### config.mk
export PLATFORM = sky130hd
export DESIGN_NAME = itch_msg_assembler
export DESIGN_NICKNAME = d
export VERILOG_FILES = /design/src/rtl/itch_pkg.sv /design/src/rtl/itch_beat_pack.sv /design/src/rtl/itch_msg_assembler.sv
export SDC_FILE = /design/constraint.sdc
export NUM_CORES = 1
export LEC_CHECK = 0
export CORE_ASPECT_RATIO = 1.75
export CORE_MARGIN = 2
export CORE_UTILIZATION = 31
export CTS_CLUSTER_DIAMETER = 80
export DETAILED_ROUTE_END_ITERATION = 16
export REMOVE_ABC_BUFFERS = 1
export SYNTH_ARGS = -nofsm -noshare
export SYNTH_HDL_FRONTEND = slang
export SYNTH_SLANG_ARGS = --single-unit
### constraint.sdc
create_clock -name clk -period 3.3 [get_ports clk]
set_input_delay 0.495 -clock clk [delete_from_list [all_inputs] [get_ports clk]]
set_output_delay 0.495 -clock clk [all_outputs]
set_load 0.005 [all_outputs]
### src/rtl/itch_pkg.sv
// Shared definitions for the ITCH message assembler: byte width, message type codes,
// FSM state encoding and the keep popcount helper.
package itch_pkg;

   localparam int ITCH_LEN        = 8;
   localparam int ITCH_AXI_KEEP_W = 8;
   localparam int KEEP_MAX_W      = 64;

   // Message type codes carried in byte 0 of every ITCH message
   localparam logic [ITCH_LEN-1:0] MSG_SYSTEM_EVENT = 8'h53;
   localparam logic [ITCH_LEN-1:0] MSG_ADD_ORDER    = 8'h41;
   localparam logic [ITCH_LEN-1:0] MSG_EXECUTED     = 8'h45;
   localparam logic [ITCH_LEN-1:0] MSG_DELETE       = 8'h44;

   typedef enum logic [1:0] {
      IDLE,
      ACC,
      DISCARD
   } state_e;

   function automatic int keep_popcount(input logic [KEEP_MAX_W-1:0] keep);
      int n;
      n = 0;
      for (int i = 0; i < KEEP_MAX_W; i++) begin
         n += int'(keep[i]);
      end
      return n;
   endfunction

endpackage

### src/rtl/itch_beat_pack.sv
// One payload beat: zeroes bytes whose keep bit is clear and counts the valid bytes.
module itch_beat_pack
   import itch_pkg::*;
#(
   parameter int AXI_DATA_W = 64,
   parameter int AXI_KEEP_W = AXI_DATA_W / 8,
   parameter int LEN        = ITCH_LEN,
   parameter int PCNT_W     = $clog2(AXI_KEEP_W + 1)
) (
   input  logic [AXI_KEEP_W-1:0] keep_i,
   input  logic [AXI_DATA_W-1:0] data_i,
   output logic [AXI_DATA_W-1:0] data_o,
   output logic [PCNT_W-1:0]     pop_o
);

   always_comb begin
      data_o = '0;
      for (int k = 0; k < AXI_KEEP_W; k++) begin
         if (keep_i[k]) begin
            data_o[LEN*k +: LEN] = data_i[LEN*k +: LEN];
         end
      end
   end

   assign pop_o = PCNT_W'(keep_popcount(KEEP_MAX_W'(keep_i)));

endmodule

### src/rtl/itch_msg_assembler.sv
// Assembles MoldUDP64 payload beats into whole ITCH messages and hands them out
// through a single-entry hold register on a valid/ready port.
module itch_msg_assembler
   import itch_pkg::*;
#(
   parameter int AXI_DATA_W    = 64,
   parameter int AXI_KEEP_W    = AXI_DATA_W / 8,
   parameter int LEN           = ITCH_LEN,
   parameter int MSG_MAX_BYTES = 50,
   parameter int CNT_MAX       = (MSG_MAX_BYTES + AXI_KEEP_W - 1) / AXI_KEEP_W,
   parameter int CNT_W         = $clog2(CNT_MAX + 1),
   parameter int MAX_W         = CNT_MAX * AXI_DATA_W,
   parameter int LEN_W         = $clog2(MSG_MAX_BYTES + 1),
   parameter int DROP_CNT_W    = 16
) (
   input  logic                  clk,
   input  logic                  nreset,
   input  logic                  mold_v_i,
   input  logic                  mold_start_i,
   input  logic                  mold_last_i,
   input  logic [AXI_KEEP_W-1:0] mold_keep_i,
   input  logic [AXI_DATA_W-1:0] mold_data_i,
   output logic                  itch_v_o,
   input  logic                  itch_ready_i,
   output logic [MAX_W-1:0]      itch_data_o,
   output logic [LEN_W-1:0]      itch_len_o,
   output logic [LEN-1:0]        itch_type_o,
   output logic                  ovf_o,
   output logic                  abort_o,
   output logic                  drop_o,
   output logic [DROP_CNT_W-1:0] drop_cnt_o
);

   localparam int PCNT_W = $clog2(AXI_KEEP_W + 1);
   localparam int SUM_W  = LEN_W + 1;

   state_e                  state_q, state_d;
   logic [CNT_W-1:0]        cnt_q, cnt_d;
   logic [LEN_W-1:0]        len_q, len_d;
   logic [AXI_DATA_W-1:0]   acc_q [CNT_MAX];
   logic [AXI_DATA_W-1:0]   msg_cur [CNT_MAX];
   logic [CNT_MAX-1:0]      slot_we;
   logic                    clr_rest;
   logic [AXI_DATA_W-1:0]   beat_data;
   logic [PCNT_W-1:0]       beat_pop;
   logic [SUM_W-1:0]        len_sum;
   logic                    complete;
   logic                    hold_free;
   logic                    itch_v_q, itch_v_d;
   logic [MAX_W-1:0]        hold_data_q, hold_data_d;
   logic [LEN_W-1:0]        hold_len_q, hold_len_d;
   logic                    ovf_q, ovf_d;
   logic                    abort_q, abort_d;
   logic                    drop_q, drop_d;
   logic [DROP_CNT_W-1:0]   drop_cnt_q, drop_cnt_d;

   itch_beat_pack #(
      .AXI_DATA_W (AXI_DATA_W),
      .AXI_KEEP_W (AXI_KEEP_W),
      .LEN        (LEN),
      .PCNT_W     (PCNT_W)
   ) u_beat_pack (
      .keep_i (mold_keep_i),
      .data_i (mold_data_i),
      .data_o (beat_data),
      .pop_o  (beat_pop)
   );

   always_comb begin
      state_d  = state_q;
      cnt_d    = cnt_q;
      len_d    = len_q;
      slot_we  = '0;
      clr_rest = 1'b0;
      complete = 1'b0;
      ovf_d    = 1'b0;
      abort_d  = 1'b0;
      len_sum  = ((mold_start_i) ? '0 : SUM_W'(len_q)) + SUM_W'(beat_pop);

      if (mold_v_i && mold_start_i) begin
         // A start always restarts the accumulator, whatever was in progress
         abort_d    = (state_q != IDLE);
         slot_we[0] = 1'b1;
         clr_rest   = 1'b1;
         cnt_d      = CNT_W'(1);
         len_d      = LEN_W'(len_sum);
         state_d    = ACC;
         if (mold_last_i) begin
            complete = 1'b1;
            state_d  = IDLE;
            cnt_d    = '0;
            len_d    = '0;
         end
      end else if (mold_v_i) begin
         case (state_q)
            ACC: begin
               if (cnt_q == CNT_W'(CNT_MAX) || len_sum > SUM_W'(MSG_MAX_BYTES)) begin
                  ovf_d   = 1'b1;
                  state_d = mold_last_i ? IDLE : DISCARD;
                  cnt_d   = '0;
                  len_d   = '0;
               end else begin
                  slot_we[cnt_q] = 1'b1;
                  cnt_d          = cnt_q + CNT_W'(1);
                  len_d          = LEN_W'(len_sum);
                  if (mold_last_i) begin
                     complete = 1'b1;
                     state_d  = IDLE;
                     cnt_d    = '0;
                     len_d    = '0;
                  end
               end
            end
            DISCARD: begin
               if (mold_last_i) begin
                  state_d = IDLE;
               end
            end
            default: ;
         endcase
      end

      for (int i = 0; i < CNT_MAX; i++) begin
         if (slot_we[i]) begin
            msg_cur[i] = beat_data;
         end else if (clr_rest) begin
            msg_cur[i] = '0;
         end else begin
            msg_cur[i] = acc_q[i];
         end
      end
   end

   // Hold register accepts a new message when empty or emptying this cycle
   always_comb begin
      hold_free   = ~itch_v_q | itch_ready_i;
      itch_v_d    = itch_v_q & ~itch_ready_i;
      hold_data_d = hold_data_q;
      hold_len_d  = hold_len_q;
      drop_d      = 1'b0;
      drop_cnt_d  = drop_cnt_q;
      if (complete) begin
         if (hold_free) begin
            itch_v_d   = 1'b1;
            hold_len_d = LEN_W'(len_sum);
            for (int i = 0; i < CNT_MAX; i++) begin
               hold_data_d[i*AXI_DATA_W +: AXI_DATA_W] = msg_cur[i];
            end
         end else begin
            drop_d = 1'b1;
            if (drop_cnt_q != '1) begin
               drop_cnt_d = drop_cnt_q + DROP_CNT_W'(1);
            end
         end
      end
   end

   always_ff @(posedge clk or negedge nreset) begin
      if (!nreset) begin
         state_q     <= IDLE;
         cnt_q       <= '0;
         len_q       <= '0;
         itch_v_q    <= 1'b0;
         hold_data_q <= '0;
         hold_len_q  <= '0;
         ovf_q       <= 1'b0;
         abort_q     <= 1'b0;
         drop_q      <= 1'b0;
         drop_cnt_q  <= '0;
      end else begin
         state_q     <= state_d;
         cnt_q       <= cnt_d;
         len_q       <= len_d;
         itch_v_q    <= itch_v_d;
         hold_data_q <= hold_data_d;
         hold_len_q  <= hold_len_d;
         ovf_q       <= ovf_d;
         abort_q     <= abort_d;
         drop_q      <= drop_d;
         drop_cnt_q  <= drop_cnt_d;
      end
   end

   always_ff @(posedge clk) begin
      for (int i = 0; i < CNT_MAX; i++) begin
         acc_q[i] <= msg_cur[i];
      end
   end

   assign itch_v_o    = itch_v_q;
   assign itch_data_o = hold_data_q;
   assign itch_len_o  = hold_len_q;
   assign itch_type_o = hold_data_q[LEN-1:0];
   assign ovf_o       = ovf_q;
   assign abort_o     = abort_q;
   assign drop_o      = drop_q;
   assign drop_cnt_o  = drop_cnt_q;

endmodule

==> out/qor.csv <==
stage,metric,value,unit
outcome,outcome,finished with violations,
outcome,violated checks,negative setup slack,
logic_synthesis,Area contributors post-synth,"dfrtp_1 (35%), dfxtp_1 (26%), nand2_1 (9.3%), a31oi_1 (8.1%), nand3_1 (5.7%)",
logic_synthesis,"Cell Area, Synth",34900,um^2
clocking,clock input transition at the sequential cells of the worst setup and hold paths,0.07,ns
logic_synthesis,"Seq/Total Area, Yosys",60.5,%
logic_synthesis,Synth Area per Inst,9.28,um^2
logic_synthesis,Synth area leader,dfrtp_1,
timing,Slew headroom,30.8,%
place,dpl ws,-2.77,ns
worst_setup_path,CP required,3.87,ns
global_routing,total gr overflow,0,
clocking,clock buffer count from CTS,88,
logic_synthesis,Synth top area share,34.8,%
floorplan,Initial Util,31.3,%
clocking,clk_lat worst skew,0.70,ns
place,buffers added on ports,559,
power,LEAKAGE,21.9,nW
place,Post-DP HPWL,78.8,mm
finish,# fillers,10600,
logic_synthesis,async set or reset register ratio after synthesis,52.0,%
floorplan,die width,258,um
power,clock network power share,30.8,%
timing,worst hold slack,0.361,ns
drt,via count,30600,
timing,"Hold Vio Cnt, Final",0,
logic_synthesis,top_reg_cell synth,dfrtp_1,
timing,Worst Max-Slew Pin Slew,1.04,ns
finish,final instance area,49800,um^2
clocking,Longest Clk Path Bufs,3,
power,net switching power,10.3,mW
min_path,hold wc startpoint,mold_keep_i[4],
timing,"Slew Viols, Final",0,
drt,DRC Markers,0,
power,Net Sw Frac,29.2,%
place,Post-Place Cells,5696,
finish,share of cells above drive strength 1,13.0,%
min_path,Hold Crit Class,in -> reg,
worst_setup_path,launch point of the worst reg-to-reg path,len_q[0]$_DFFE_PN0P_,
logic_synthesis,"top cells by count, synth","nand2_1 (860), dfrtp_1 (485), nor2_1 (463), a31oi_1 (449), dfxtp_1 (448)",
timing,f_max,207,MHz
place,Final GP Congestion,0.812,
floorplan,core region area,111000,um^2
drt,WL final,137,mm
global_routing,global-route usage over all layers,21.8,%
finish,Final Util,44.7,%
logic_synthesis,number of flops mapped to enable cells by yosys,0,
timing,setup ws final,-1.53,ns
drt,Vias/cell,5.10,
timing,# setup viols final,932,
floorplan,Cell Rows,162,
logic_synthesis,register bit total from synthesis,933,
power,worst vdd ir,0.484,mV
clocking,CTS tree,done,
timing,period utilization,146,%
worst_setup_path,startpoint types,input pin,
clocking,H-Tree Depth,3,
floorplan,I/O pins,560,
drt,Final ANT Viol Nets,0,
global_routing,vias in the first global route,29500,
worst_setup_path,Critical Path AT,5.40,ns
worst_setup_path,CP endpoint kind,flip-flop,
worst_setup_path,worst setup path start,mold_keep_i[1],
logic_synthesis,most frequent cell after synthesis,nand2_1,
global_routing,largest net degree at the start of global routing,132,
run,Max Cap Violations,0,
logic_synthesis,Ys Warns,0,
logic_synthesis,Mapped Cells,3757,
floorplan,die height,448,um
timing,RSZ-0062 raised after global routing,yes,
power,PwrDens,704,nW/um^2
drt,Starting DRT DRC Count,2230,
worst_setup_path,critical path type,in -> reg,
drt,drt first pass iters,5,
power,Comb pwr share,26.2,%
finish,fin nets,4526,
place,Placed Area,43200,um^2
clocking,# clock sinks,933,
clocking,Clock Tree Root,clkbuf_16,
timing,Final Critical Period,4.83,ns
drt,DR WL/cell,22.9,um
power,Pint,24.8,mW
timing,Layout Skew,0.0277,ns
global_routing,initial antenna violation count,10,
finish,Finished Layout Cells,5990,
floorplan,die area,115000,um^2
finish,Layout area overhead,42.9,%
power,Seq pwr share,43.0,%
logic_synthesis,Netlist cell types,59,
global_routing,first-pass GRT wire length,190,mm
worst_setup_path,Critical Path Fanout Max,11,
==> flip-flops by register name, summed over array words and instances, names as in the netlist <==
name / count
abort_o: 1
acc_q: 448
cnt_q: 3
drop_cnt_o: 16
drop_o: 1
itch_data_o: 448
itch_len_o: 6
itch_v_o: 1
len_q: 6
ovf_o: 1
state_q: 2
==> cell type report <==
cell class                 instances  area (um^2)  share of cell area, %
tap                             1476         1850                   3.70
inverter                          15         56.3                  0.113
antenna                            6         15.0                 0.0301
timing repair buffer             846        10500                   21.1
clock buffer                     129         2540                   5.09
clock inverter                    36          510                   1.02
multi-input combinational       2549        13300                   26.6
sequential                       933        21100                   42.3
==> power by group through the flow <==
| stage | sequential [mW] | clock (mW) | combinational, mW |
|---|---|---|---|
| 6_report | 15.1 | 10.8 | 9.20 |
| 5_1_grt | 15.3 | 11.4 | 9.93 |
| 4_1_cts | 15.1 | 11.0 | 8.97 |
| 3_5_place_dp | 15.3 | 0 | 8.50 |
| 3_3_place_gp | 15.3 | 0 | 8.38 |
| 2_1_floorplan | 15.1 | 0 | 4.27 |
==> final timing paths <==
path / to / slack (ns) / depth (start not counted)
worst max-delay path: itch_data_o[341]$_DFFE_PN0P_ / -1.53 / 19
worst min-delay path: acc_q[5][35]$_DFF_P_ / 0.36 / 5
worst max register to register: itch_data_o[341]$_DFFE_PN0P_ / -0.27 / 13
worst min register to register: acc_q[0][59]$_DFF_P_ / 0.44 / 2
max in group asynchronous: itch_data_o[159]$_DFFE_PN0P_ / 1.82 / 4
min in group asynchronous: itch_data_o[20]$_DFFE_PN0P_ / 0.43 / 2
==> cells in the final DEF (no fill, tap or decap), types with 56 or more instances in the layout <==
master and instances:
a31oi_1 437, and2_1 65, buf_12 67, buf_16 56, buf_4 99, clkbuf_16 116
clkdlybuf4s50_1 554, dfrtp_1 485, dfxtp_1 448, nand2_1 849, nand2b_1 70, nand3_1 319
nand3_2 65, nor2_1 457, or2_1 110
==> cells by family after synthesis <==
kind of cell / count (synthesis) / synth area share (%)
simple gates: 2025 / 25.7
fa+ha+maj: 15 / 0.646
buf+inv: 275 / 3.76
mux: 2 / 0.0610
xor+xnor: 19 / 0.499
flops: 933 / 60.5
compound gates: 488 / 8.87
==> critical path, stage by stage <==
cell and delay (ns):
buf_12 0.11, ha_4 0.27, inv_2 0.04, fa_1 0.52, fa_1 0.44, fa_2 0.35, inv_2 0.07, fa_1 0.45
fa_2 0.44, or2_0 0.23, a2111o_1 0.30, o311a_1 0.16, a21oi_2 0.21, o21ai_4 0.13, or3_4 0.43, buf_4 0.17
buf_12 0.14, or2_1 0.24, a31oi_1 0.18
==> per-layer routing <==
metal	global-route usage, %	part of all wire, %
met1	26.3	40
met2	37.7	50
met3	3.57	5.5
met4	10.6	4.9
met5	0	0.012
==> through the flow <==
step	total power, mW	TNS (ns)
detailed placement	23.8	-2451.54
CTS	35.1	-1270.11
floorplan	19.3	-
global placement	23.7	-2437.53
finish	35.1	-1269.15
global route	36.6	-1365.65
==> repair_timing <==
action                                  CTS  global route
setup buffers                            38            16
gates resized for setup                 132           156
hold endpoints to repair                 54             0
endpoints found under the setup margin  932           932
hold buffers                              1             0
pin swaps                                51            57
cloned                                   43            32
Power figures use the tool's default switching activity.
